[src/rtl/ram_ctrl_pkg.sv]
// ram_ctrl_pkg
// Shared definitions for the single-port RAM burst controller: FSM state
// encoding and the default address/data widths used by the controller and
// by logic that instantiates it next to single_port_ram.
package ram_ctrl_pkg;

  localparam int DEF_ADDR_W = 4;
  localparam int DEF_DATA_W = 8;

  typedef enum logic [2:0] {
    ST_IDLE     = 3'd0,
    ST_WR       = 3'd1,
    ST_RD_ISSUE = 3'd2,
    ST_RD_WAIT  = 3'd3,
    ST_RD_OUT   = 3'd4
  } state_t;

endpackage

[src/rtl/ram_burst_ctrl.sv]
// ram_burst_ctrl
// Burst initiator for single_port_ram. Accepts one write or read burst command
// at a time (start address, beats minus one) and sequences the RAM port.
// Write beats arrive on a valid/ready stream and go to the RAM in the same
// cycle; read beats take three cycles each (issue address, wait for the
// registered RAM output, present it on the read stream until taken).
// Ports:
//   clk, rst                   clock, synchronous active-high reset
//   cmd_valid/cmd_ready        command handshake
//   cmd_write, cmd_addr,
//   cmd_len                    burst type, start address, beats minus one
//   wr_valid/wr_ready/wr_data  write beat stream into the controller
//   rd_valid/rd_ready/rd_data  read beat stream out of the controller
//   busy                       burst in progress
//   done                       one-cycle pulse in IDLE after the last beat
//   ram_we/ram_addr/ram_din    drive the RAM port
//   ram_dout                   registered RAM read data
module ram_burst_ctrl
  import ram_ctrl_pkg::*;
#(
  parameter int ADDR_W = DEF_ADDR_W,
  parameter int DATA_W = DEF_DATA_W
) (
  input  logic              clk,
  input  logic              rst,
  input  logic              cmd_valid,
  output logic              cmd_ready,
  input  logic              cmd_write,
  input  logic [ADDR_W-1:0] cmd_addr,
  input  logic [ADDR_W-1:0] cmd_len,
  input  logic              wr_valid,
  output logic              wr_ready,
  input  logic [DATA_W-1:0] wr_data,
  output logic              rd_valid,
  input  logic              rd_ready,
  output logic [DATA_W-1:0] rd_data,
  output logic              busy,
  output logic              done,
  output logic              ram_we,
  output logic [ADDR_W-1:0] ram_addr,
  output logic [DATA_W-1:0] ram_din,
  input  logic [DATA_W-1:0] ram_dout
);

  state_t            r_state;
  state_t            w_state_nxt;
  logic [ADDR_W-1:0] r_cur_addr;
  logic [ADDR_W-1:0] w_cur_addr_nxt;
  logic [ADDR_W-1:0] r_beats_left;
  logic [ADDR_W-1:0] w_beats_left_nxt;
  logic [DATA_W-1:0] r_rd_data;
  logic              r_done;
  logic              w_done_nxt;
  logic              w_rd_load;
  logic              w_last;

  // beats_left counts the beats remaining after the current one, so zero
  // marks the final beat and an all-ones length covers the whole array.
  assign w_last = (r_beats_left == '0);

  always_comb begin
    w_state_nxt      = r_state;
    w_cur_addr_nxt   = r_cur_addr;
    w_beats_left_nxt = r_beats_left;
    w_done_nxt       = 1'b0;
    w_rd_load        = 1'b0;
    unique case (r_state)
      ST_IDLE: begin
        if (cmd_valid) begin
          w_cur_addr_nxt   = cmd_addr;
          w_beats_left_nxt = cmd_len;
          w_state_nxt      = cmd_write ? ST_WR : ST_RD_ISSUE;
        end
      end
      ST_WR: begin
        if (wr_valid) begin
          // Address wraps naturally at the top of the array.
          w_cur_addr_nxt   = r_cur_addr + 1'b1;
          w_beats_left_nxt = r_beats_left - 1'b1;
          if (w_last) begin
            w_state_nxt = ST_IDLE;
            w_done_nxt  = 1'b1;
          end
        end
      end
      ST_RD_ISSUE: begin
        w_state_nxt = ST_RD_WAIT;
      end
      ST_RD_WAIT: begin
        // RAM output now reflects the address issued last cycle.
        w_rd_load   = 1'b1;
        w_state_nxt = ST_RD_OUT;
      end
      ST_RD_OUT: begin
        if (rd_ready) begin
          w_cur_addr_nxt   = r_cur_addr + 1'b1;
          w_beats_left_nxt = r_beats_left - 1'b1;
          if (w_last) begin
            w_state_nxt = ST_IDLE;
            w_done_nxt  = 1'b1;
          end else begin
            w_state_nxt = ST_RD_ISSUE;
          end
        end
      end
      default: begin
        w_state_nxt = ST_IDLE;
      end
    endcase
  end

  always_ff @(posedge clk) begin
    if (rst) begin
      r_state      <= ST_IDLE;
      r_cur_addr   <= '0;
      r_beats_left <= '0;
      r_rd_data    <= '0;
      r_done       <= 1'b0;
    end else begin
      r_state      <= w_state_nxt;
      r_cur_addr   <= w_cur_addr_nxt;
      r_beats_left <= w_beats_left_nxt;
      r_done       <= w_done_nxt;
      if (w_rd_load) begin
        r_rd_data <= ram_dout;
      end
    end
  end

  // Every control output is masked by rst so nothing reaches the RAM or the
  // streams while reset is held, regardless of the registered state.
  assign cmd_ready = ~rst & (r_state == ST_IDLE);
  assign wr_ready  = ~rst & (r_state == ST_WR);
  assign rd_valid  = ~rst & (r_state == ST_RD_OUT);
  assign busy      = ~rst & (r_state != ST_IDLE);
  assign done      = ~rst & r_done;
  assign ram_we    = ~rst & (r_state == ST_WR) & wr_valid;
  assign ram_addr  = rst ? '0 : r_cur_addr;
  assign ram_din   = wr_data;
  assign rd_data   = r_rd_data;

endmodule

[config.mk]
export PLATFORM = sky130hd
export DESIGN_NAME = ram_burst_ctrl
export DESIGN_NICKNAME = d
export VERILOG_FILES = /design/src/rtl/ram_ctrl_pkg.sv /design/src/rtl/ram_burst_ctrl.sv
export SDC_FILE = /design/constraint.sdc
export NUM_CORES = 1
export LEC_CHECK = 0
export CORE_MARGIN = 8
export CORE_UTILIZATION = 44
export DETAILED_ROUTE_END_ITERATION = 12
export PLACE_DENSITY = 0.85
export SLEW_MARGIN = 20
export SYNTH_ARGS = -nofsm -noshare
export SYNTH_HDL_FRONTEND = slang
export SYNTH_SLANG_ARGS = --single-unit
[constraint.sdc]
create_clock -name clk -period 2.95 [get_ports clk]
set_input_delay 0.295 -clock clk [delete_from_list [all_inputs] [get_ports clk]]
set_output_delay 0.295 -clock clk [all_outputs]
set_load 0.005 [all_outputs]
* After elaboration in Yosys (flattened, before gate mapping)
Cells that the tools add are included.
** Word-level totals
- Register bits after elaboration :: 20
- Bits of input ports :: 30
- Logic and storage cells :: 49
** Cells by class
- Add/subtract/negate cells :: 2
- Equality and inequality tests :: 8
- Mux-type cells :: 21
- Bitwise operators :: 7
- Reductions and logical operators :: 6
** Operators with widths (number)
- $mux 4 :: 7
- $pmux 4 s3 :: 2
- $pmux 3 s5 :: 1
- $mux 3 :: 4
- $ne 2x2->1 const B :: 4
- $reduce_and 4->1 :: 2
- $and 1x1->1 :: 6
- $eq 3x2->1 const B :: 2
- $reduce_bool 3->1 :: 2
- $add 4x1->4 const B :: 1
- $logic_not 4->1 :: 1
- $mux 1 :: 4
- $mux 2 :: 2
- $sub 4x1->4 const B :: 1
- $eq 3x1->1 const B :: 1
- $eq 3x3->1 const B :: 1
- $logic_not 3->1 :: 1
- $pmux 1 s2 :: 1
- $not 1->1 :: 1

* Longest topological paths before layout
- Word-level depth :: 4
- Depth in mapped cells :: 6
- Depth with buffers taken out :: 6

* Least setup slack after synthesis
Ideal clock, no wire load.
- Path type :: reg2reg
- Start :: register r_beats_left[0]
- End :: register r_state[1]
- Arrival time :: 1.435 ns
- Required time :: 2.847 ns
- Slack :: 1.411 ns
- Stages on the path, launching flop included :: 7
- Path buffers :: 0
- Clock period less this slack :: 1.539 ns
- Cells stage by stage :: dfxtp_1 inv_1 ha_1 or3b_4 a21oi_2 o21bai_1 a2111oi_2
** Between the ends
- Word-level cells in the longest chain between the ends :: 4
** Ends and longest elaborated chain
- start, declared :: RTL line ram_burst_ctrl.sv:49 : logic [ADDR_W-1:0] r_beats_left;
- start signal, assigned :: RTL line ram_burst_ctrl.sv:122 : r_beats_left <= w_beats_left_nxt;
- $logic_not 4->1 (*) :: RTL line ram_burst_ctrl.sv:59 : assign w_last = (r_beats_left == '0);
- $mux 2 :: RTL line ram_burst_ctrl.sv:98 : if (w_last) begin
- $mux 3 :: RTL line ram_burst_ctrl.sv:95 : if (rd_ready) begin
- $pmux 3 s5 :: RTL line ram_burst_ctrl.sv:67 : unique case (r_state)
- end signal, assigned :: RTL line ram_burst_ctrl.sv:120 : r_state <= w_state_nxt;
- end, declared :: RTL line ram_burst_ctrl.sv:45 : state_t r_state;
Mark *: on every way between the ends. The rest lies on a longest branch, timed or not. The select of a mux whose other input is x is not followed.
A chain may end at the register's enable or synchronous reset.

* Final worst setup path
- Start :: register r_state[1]
- End :: output busy
** Between the ends
- Word-level cells in the longest chain between the ends :: 2
** Ends and longest elaborated chain
- $reduce_bool 3->1 :: RTL line ram_burst_ctrl.sv:135 : assign busy = ~rst & (r_state != ST_IDLE);
- $and 1x1->1 :: RTL line ram_burst_ctrl.sv:135
- end, declared :: RTL line ram_burst_ctrl.sv:37 : output logic busy,
Every way passes these cells.

==> run metrics <==
vias in the first global route 1,135; run status finished clean; Max-Slew Margin vs Limit 0.537; hold_buf cts 0; Initial Utilization 0.451; Worst path slowest cell dfxtp_1; final setup skew just under 7 ps; grt total ovfl 0; Post-CTS Setup Inserts 0; reg-to-reg endpoint r_beats_left[1]; FF-to-FF Start r_state[2]; crit path time final about 2400 ps; largest net degree at the start of global routing 30; Seq cells post-synth 20; clk_lat worst skew around 310 ps; Setup CP Type reg -> out; reg-to-reg setup timing slack ~1100 ps; Nets 202; Lkg Pwr approximately 0.55 nW; CTS resizes 0; period utilisation layout 0.809; DRT iter0 DRCs 104; most frequent cells in the layout clkdlybuf4s50_1, dfxtp_1, nand2_1; non-filler cells, final 200; combinational fraction of design power 0.289; Max Fanout on Critical Path 16; crit-path cells buf_4 > nor3_1 > nor2_1 > clkdlybuf4s50_1; final wirelength 3080 microns; Rows 19; global-route wire length before repair 4910 microns; Internal Pwr Total 0.000547 W; CP Launch Type flip-flop; TNS Setup 0 ps; max_cap viols 0; Cell Area, Placed 0.00154 sq mm; total die area 0.00469 sq mm; sequential power share 0.417; unrepaired setup endpoints after global routing false; Crit path buffers/inverters 2; input/output buffers 39; first drt pass iteration count 4; CP endpoint busy; FMAX around 420 MHz; Synth Instances around 140; Seq/Total Area, Yosys 0.331; Synth cell types 44; async set or reset register ratio after synthesis 0; IO Pins 56; Antenna diodes 0; Peak supply drop between 0.3 and 0.4 mV; commonest non-fill, non-tap cell in the layout clkdlybuf4s50_1; Crit path depth 4; Worst EP required about 2700 ps; fraction of layout cells with a size suffix above 1 0.107; Final ANT Viol Nets 0; worst hold slack between 400 and 500 ps; post-route design area ~0.0016 sq mm; CTS Root Cell clkbuf_4; routed vias/inst ~5.6; CTS tree built; hpwl dp about 2400 microns; Critical Path AT roughly 2100 ps; total vias in the final route roughly 1,100; CTS clk-pin slew, worst paths 120 ps; Area Overhead vs Synth 31.6%; Setup crit end kind primary output; DRC viols 0; Clk pwr share 0.294; Final Setup Violations 0; worst reg2reg path depth 4; GP Congestion about 0.80; Placed Cells incl. Taps about 200; total track usage 0.133; critical path's top delay family buffers and inverters; number of synthesized flops with an enable pin 0; Synth Net Count 173; PwrDens 481 mW/mm^2; Hold Crit Class reg -> reg; Final Hold Viols 0; critical path's largest stage delay approximately 780 ps; Netlist Area Pre-Place around 0.0012 sq mm; CP Launch Point r_state[1]; initial antenna violation count 0; WL per Instance between 15 and 20 microns; Avg Cell Area, Syn 8.59 sq um; Num CTS Buffers 3; Synthesis Warnings 0; H-tree Lvls 1; die height slightly below 70 microns; Slew Limit Fails 0; Clock Path Buffers 2; area of the core between 0.002 and 0.003 sq mm; Net Sw Power about 0.00022 W; Synth Flop Type dfxtp_1; switching part of the total power 0.286; Worst-Margin Slew just under 700 ps; Die X between 60 and 70 microns; fill cell count 243; Sink Count 20
[Yosys cell counts (2+ instances only)]
master,n,share of area
a21oi_2,2,0.014
o21ai_0,7,0.029
clkbuf_1,3,0.0093
o21ai_1,4,0.017
a2111oi_2,2,0.025
inv_1,5,0.015
nor2b_1,8,0.041
nand3b_1,2,0.012
nor2_1,9,0.028
nor3_1,4,0.017
a21oi_1,10,0.041
nand3_1,9,0.037
buf_4,11,0.068
nand2_1,11,0.034
mux2i_1,4,0.033
dfxtp_1,20,0.33
o32ai_1,2,0.014
ha_1,2,0.021
[logic make-up (layout without fill, tap and decap cells)]
logic type | after synthesis | count (layout) | synth area share
AOI/OAI and AO/OA | 37 | 37 | 0.221
xor gates and xnor gates | 1 | 1 | 0.0227
adders and majority gates | 2 | 2 | 0.0207
buffers and inverters | 22 | 50 | 0.109
DFF | 20 | 20 | 0.331
muxes | 5 | 5 | 0.0424
and+or+nand+nor | 54 | 54 | 0.253
[power groups by stage]
stage	Combinational [W]	Clock, W	Sequential, W
2_1_floorplan	0.000166	0	0.000311
3_3_place_gp	0.000213	0	0.000324
3_5_place_dp	0.000221	0	0.000325
4_1_cts	0.000222	0.000231	0.000319
5_1_grt	0.000243	0.000240	0.000323
6_report	0.000221	0.000226	0.000319
[per-stage QoR]
stage / worst slack, ps / power (W) / util
after floorplan: 1410 / 0.000477 / -
after detailed placement: 843 / 0.000546 / 0.574
after global routing: 444 / 0.000806 / 0.593
after CTS: 547 / 0.000772 / 0.593
after global placement: 835 / 0.000537 / 0.574
final: 562 / 0.000767 / 0.593
[worst register-to-register path, stage by stage, from the launching register on]
cell	delay, ps
dfxtp_1	650
mux2_2	440
a21oi_2	300
nor2_1	100
a221oi_1	250
[per-layer routing]
metal	vias up	wire length (microns)	global-route usage
met5	-	0	0
met1	531	1270	0.145
li1	547	-	-
met3	9	253	0.0442
met2	34	1510	0.225
met4	0	55	0.0639
[cell type report]
class	count	area [sq um]	area share
repair buffers	41	405	0.254
inverters	5	18.8	0.0118
clock buffers	3	22.5	0.0141
flip-flops and latches	20	400	0.251
well taps	31	38.8	0.0243
multi-input cells	99	678	0.425
clock inverters	1	30.0	0.0188
[worst min path at each step]
| stage | startpoint | to | slack, ps | depth (start not counted) |
|---|---|---|---|---|
| detailed placement | rd_data[5] | rd_data[5] | 450 | 2 |
| global route | rd_data[1] | rd_data[1] | 500 | 2 |
| floorplan | r_beats_left[0] | r_beats_left[0] | 430 | 1 |
| CTS | rd_data[5] | rd_data[5] | 470 | 2 |
| finish | rd_data[4] | rd_data[4] | 470 | 2 |
| global placement | rd_data[5] | rd_data[5] | 440 | 2 |
[flip-flops by register name, indices dropped and copies added, names as in the netlist]
signal / cells
r_state: 3
r_cur_addr: 4
rd_data: 8
r_done: 1
r_beats_left: 4
Power figures use the tool's default switching activity.
